===== src/rtl/lockin_modulator.sv =====
// Lock-in dither injector: adds amp-scaled LO to the servo word, saturating to 16-bit DAC range.
// Latency: 3 cycles LO_in/signal_in -> signal_out; active_out/timeout_out registered 1 cycle after the deciding sample.
// Backpressure: none, one sample accepted and produced every clock.
//
// Ports: clk_in/rst_in (async active-low); LO_in 24b signed LO sine; amp_in 16b signed
// dither amplitude; en_in modulation request; signal_in/signal_out 16b signed servo/DAC
// words; active_out gate state; timeout_out watchdog pulse; sat_out sticky clamp flag
// cleared by sat_clr_in. Optional macro LOCKIN_MOD_SAT_FLAG_EN enables sat_out;
// without it sat_out is tied low and sat_clr_in is ignored.
module lockin_modulator #(
    parameter int TIMEOUT_W = 20
) (
    input  logic               clk_in,
    input  logic               rst_in,
    input  logic signed [23:0] LO_in,
    input  logic signed [15:0] amp_in,
    input  logic               en_in,
    input  logic signed [15:0] signal_in,
    output logic signed [15:0] signal_out,
    output logic               active_out,
    output logic               timeout_out,
    output logic               sat_out,
    input  logic               sat_clr_in
);

    typedef enum logic [1:0] {
        ST_IDLE  = 2'd0,
        ST_ARM   = 2'd1,
        ST_RUN   = 2'd2,
        ST_DRAIN = 2'd3
    } state_t;

    localparam logic [TIMEOUT_W-1:0] WD_MAX = {TIMEOUT_W{1'b1}};

    state_t                 state_q, state_d;
    logic signed [15:0]     amp_act_q, amp_act_d;
    logic [TIMEOUT_W-1:0]   wd_q, wd_d, wd_inc;
    logic signed [23:0]     lo_prev_q;
    logic                   active_q, timeout_q;
    logic                   zc, waiting, wd_expire, gate_d;

    // Next-state logic. The gate and amplitude chosen here apply to the sample
    // currently on LO_in, so a crossing sample is already modulated.
    always_comb begin
        zc        = lo_prev_q[23] & ~LO_in[23];
        state_d   = state_q;
        amp_act_d = amp_act_q;
        wd_d      = '0;
        wd_expire = 1'b0;
        wd_inc    = wd_q + 1'b1;
        waiting   = (state_q == ST_ARM) || (state_q == ST_DRAIN);

        case (state_q)
            ST_IDLE: begin
                if (en_in) state_d = ST_ARM;
            end
            ST_ARM: begin
                if (!en_in) begin
                    state_d = ST_IDLE;
                end else if (zc) begin
                    state_d   = ST_RUN;
                    amp_act_d = amp_in;
                end
            end
            ST_RUN: begin
                if (zc) amp_act_d = amp_in;
                if (!en_in) state_d = ST_DRAIN;
            end
            ST_DRAIN: begin
                if (en_in) begin
                    state_d = ST_RUN;
                end else if (zc) begin
                    state_d = ST_IDLE;
                end
            end
            default: state_d = ST_IDLE;
        endcase

        // Watchdog only advances while waiting for a crossing with no state change.
        if (waiting && (state_d == state_q) && !zc) begin
            if (wd_inc == WD_MAX) begin
                wd_expire = 1'b1;
                wd_d      = '0;
                if (state_q == ST_DRAIN) state_d = ST_IDLE;
            end else begin
                wd_d = wd_inc;
            end
        end

        gate_d = (state_d == ST_RUN) || (state_d == ST_DRAIN);
    end

    always_ff @(posedge clk_in or negedge rst_in) begin
        if (!rst_in) begin
            state_q   <= ST_IDLE;
            amp_act_q <= '0;
            wd_q      <= '0;
            lo_prev_q <= '0;
            active_q  <= 1'b0;
            timeout_q <= 1'b0;
        end else begin
            state_q   <= state_d;
            amp_act_q <= amp_act_d;
            wd_q      <= wd_d;
            lo_prev_q <= LO_in;
            active_q  <= gate_d;
            timeout_q <= wd_expire;
        end
    end

    // Datapath: stage 1 product, stage 2 shift+sum, stage 3 clamp.
    logic signed [39:0] prod_full, prod_d, prod_q;
    logic signed [15:0] sig_s1_q;
    logic signed [16:0] mod_s2;
    logic signed [17:0] sum_d, sum_q;
    logic               sat_hit;
    logic signed [15:0] sat_val, signal_q;

    always_comb begin
        prod_full = 40'(LO_in) * 40'(amp_act_d);
        prod_d    = gate_d ? prod_full : 40'sd0;
        // |prod| <= 2^38, so the shifted value always fits 17 signed bits.
        mod_s2    = 17'(prod_q >>> 23);
        sum_d     = 18'(sig_s1_q) + 18'(mod_s2);
        // In range exactly when the top three bits agree.
        sat_hit   = (sum_q[17:15] != 3'b000) && (sum_q[17:15] != 3'b111);
        if (sat_hit) begin
            sat_val = sum_q[17] ? 16'sh8000 : 16'sh7fff;
        end else begin
            sat_val = sum_q[15:0];
        end
    end

    always_ff @(posedge clk_in or negedge rst_in) begin
        if (!rst_in) begin
            prod_q   <= '0;
            sig_s1_q <= '0;
            sum_q    <= '0;
            signal_q <= '0;
        end else begin
            prod_q   <= prod_d;
            sig_s1_q <= signal_in;
            sum_q    <= sum_d;
            signal_q <= sat_val;
        end
    end

    assign signal_out  = signal_q;
    assign active_out  = active_q;
    assign timeout_out = timeout_q;

`ifdef LOCKIN_MOD_SAT_FLAG_EN
    logic sat_q;

    // A clamp in the same cycle as a clear keeps the flag set.
    always_ff @(posedge clk_in or negedge rst_in) begin
        if (!rst_in) begin
            sat_q <= 1'b0;
        end else if (sat_hit) begin
            sat_q <= 1'b1;
        end else if (sat_clr_in) begin
            sat_q <= 1'b0;
        end
    end

    assign sat_out = sat_q;
`else
    logic unused_sat_clr;

    assign unused_sat_clr = sat_clr_in;
    assign sat_out        = 1'b0;
`endif

endmodule


===== config.mk =====
export PLATFORM = sky130hd
export DESIGN_NAME = lockin_modulator
export DESIGN_NICKNAME = d
export VERILOG_FILES = /design/src/rtl/lockin_modulator.sv
export SDC_FILE = /design/constraint.sdc
export NUM_CORES = 1
export LEC_CHECK = 0
export BUFFER_PORTS_ARGS = -buffer_cell sky130_fd_sc_hd__clkbuf_2
export CAP_MARGIN = 20
export CORE_MARGIN = 4
export CORE_UTILIZATION = 51
export DETAILED_ROUTE_END_ITERATION = 6
export PLACE_DENSITY = 0.73
export SLEW_MARGIN = 10
export SYNTH_ARGS = -nofsm -noshare
export SYNTH_HDL_FRONTEND = slang
export SYNTH_SLANG_ARGS = --single-unit

===== constraint.sdc =====
create_clock -name clk_in -period 18.4 [get_ports clk_in]
set_input_delay 1.84 -clock clk_in [delete_from_list [all_inputs] [get_ports clk_in]]
set_output_delay 1.84 -clock clk_in [all_outputs]
set_load 0.02 [all_outputs]

==> out/summary.txt <==
Max-cap viol count - 0
Cts repair resizes - 0
Peak VDD IR - 180.1 uV
DR iter-0 viols - 872
Pin count of the biggest net entering global routing - 80
Synthesized area per cell - 9.276 um^2
Share of the synthesized area in the top cell type - 0.4080
Clock-pin slew on the worst setup and hold paths - 0.07 ns
Total track usage - 0.2339
Hpwl dp - 33020 um
Cts hold-fix bufs - 0
Clock power share - 0.054
Number of setup buffers added after CTS - 0
Starting density of the core - 0.5159
Largest family of logic cells by synthesized area - adder cells
Congestion Overflow GR - 0
Setup WS pre-CTS - 7.984 ns
Synth cell types - 70
CTS max path bufs - 2
Latest clock arrival within the worst-skew pair - 0.35 ns
Static Leak - 10.09 nW
Final Util - 0.5462
Crit path time final - 10.02 ns
Post-synth EDFFs - 0
Total power draw - 3.431 mW
Cell Int Power - 1.556 mW
Residual DRC - 0
CP required - 18.67 ns
Root Driver - clkbuf_16
Compound-Gate Fraction of Synth Area - 0.06778
Port Buffers - 76
Switching share of power - 0.5465
PwrDens - 176.6 nW/um^2
DR vias/cell - 5.421
Switching pwr - 1.875 mW
F_max - 0.09977 GHz
Initial antenna violation count - 0
Leading area contributor after synthesis - fa_1
H-tree depth - 3
Top-count cell post-synth - inv_1
First-pass GRT wire length - 73720 um
Clock sinks - 108
Pins Over Slew Limit - 0
Sequential cell area - 2703 um^2
Crit share post-route - 0.5447
Setup crit end kind - flip-flop
WL/cell - 17.56 um
Area of the multi-input gates - 13630 um^2
Post-synthesis async set-or-reset flop share - 1.000
Crit Path Category - in -> reg
Status - completed
Full die area - 39080 um^2
Worst hold path class - reg -> reg
Seq cells post-synth - 108
Area grow syn2layout - 5.871%
Logic gate share of total power - 0.860
Slowest stage delay, CP - 0.63 ns
Slowest-stage cell, CP - a22o_1
# diodes - 0
Layout cell share with drive strength beyond 1 - 0.06670
Placer Congestion - 0.8995
Synth Area in Simple Gates - 0.1650
CTS Buf Count - 9
CP Launch Type - input pin
Clock Skews - 0.01031 ns
Adder-Cell Fraction of Synth Area - 0.4885
Post-synthesis mux area share - 0.002250
Synth Flop Type - dfrtp_1
CTS tree - yes
Post-Syn Instances - 1978
Nets - 2556
Ports - 79
Final Hold Fails - 0
Vias post-DR - 13.39k
Synthesis Warnings - 0
DR pass1 iterations - 5
Die Y - 197.7 um
Crit path top cell by count - fa_1
FILL cells - 3156
Final setup vio count - 0
R2R depth - 28
Xor/xnor share of the synthesized area - 0.01862
Cell count after placement - 2451
Final worst setup slack - 8.377 ns
Sequential power share - 0.086
Final wirelength - 43370 um
Seq/Total Area, Yosys - 0.1473
Most frequent cells after synthesis - inv_1 (453), fa_1 (374), nand2_1 (247), and2_1 (128), ha_1 (118)
Setup tns final - 0 ns
Critical Path AT - 10.29 ns
RSZ-0062 raised after global routing - no
Die Wd - 197.7 um
DRT antenna net count - 0
Leading post-synthesis cells by cell area - fa_1 (41%), dfrtp_1 (15%), inv_1 (9.3%)
Core area - 35570 um^2
Hold path cells - 2
Max transition margin - 0.2005
Row cnt - 69
Vias in the first global route - 14.75k
Worst Path Max Fanout - 19
Mapped Area - 18350 um^2
Worst Tran Pin Value - 1.199 ns
Finished Layout Cells - 2470
Post-synthesis net count - 2530
==> layer usage <==
| metal | vias up | global-route usage | routed length [um] |
|---|---|---|---|
| li1 | 5992 | - | - |
| met1 | 6907 | 0.3117 | 17840 |
| met2 | 404 | 0.4060 | 21990 |
| met3 | 87 | 0.02985 | 2284 |
| met4 | 0 | 0.06529 | 1253 |
| met5 | - | 0 | 0 |
==> cell families (layout without fill, tap and decap cells) <==
group	Yosys count	after routing
other	1	1
XOR/XNOR	39	39
buffers and inverters	531	562
multiplexers	4	4
AND/OR/NAND/NOR	624	624
flip-flops	108	108
AO/OA/AOI/OAI	179	179
adder cells (fa/ha/maj)	492	492
==> registers in the layout (all words and copies together), names as in the netlist <==
| name | flops |
|---|---|
| wd_q | 20 |
| sum_q | 18 |
| prod_q | 17 |
| amp_act_q | 16 |
| sig_s1_q | 16 |
| signal_out | 16 |
| state_q | 2 |
| active_out | 1 |
| lo_prev_q | 1 |
| timeout_out | 1 |
==> layout by cell type (no fill, tap or decap), types with 32 or more instances in the layout <==
master,netlist,routed
inv_1,453,453
nor2b_1,32,32
and2_1,128,128
dfrtp_1,108,108
nor2_1,106,106
fa_1,374,374
nand2_1,247,247
clkbuf_2,0,75
a21oi_1,53,53
ha_1,118,118
==> critical path, delay by kind of cell <==
family / cells / cell delay, ns
compound gates: 9 / 2.74
fa+ha+maj: 7 / 3.34
buf+inv: 7 / 0.95
mux: 1 / 0.19
simple gates: 4 / 1.22
==> worst paths after layout <==
| check | startpoint | endpoint | slack [ns] |
|---|---|---|---|
| setup / recovery | LO_in[23] | prod_q[36] | 8.38 |
| hold / removal | sum_q[10] | signal_out[10] | 0.48 |
| setup reg to reg | state_q[1] | prod_q[36] | 9.34 |
| hold reg to reg | sum_q[10] | signal_out[10] | 0.48 |
| max in group asynchronous | rst_in | sig_s1_q[12] | 15.72 |
| min in group asynchronous | rst_in | wd_q[9] | 1.39 |
==> area by class of cell <==
class / instances / area share
Multi-Input combinational cell: 1339 / 0.7017
Inverter: 454 / 0.08772
Sequential cell: 108 / 0.1391
Timing Repair Buffer: 92 / 0.02705
Clock buffer: 9 / 0.01159
Tap cell: 461 / 0.02969
Clock inverter: 7 / 0.003092
==> metrics by stage <==
step / cell area, um^2 / hold WS, ns
5_1_grt: 19430 / 0.4995
4_1_cts: 19380 / 0.4804
6_report: 19430 / 0.4775
3_3_place_gp: 19100 / 0.4624
3_5_place_dp: 19100 / 0.4646
2_1_floorplan: 18350 / 0.4415
==> power groups by stage <==
stage,sequential (mW),combinational [mW],clock [mW]
CTS,0.294,2.97,0.191
detailed placement,0.298,2.91,0
global route,0.298,3.42,0.201
floorplan,0.302,2.18,0
global placement,0.297,2.84,0
finish,0.294,2.95,0.186
Note: power is estimated with default switching activity, not from simulation.
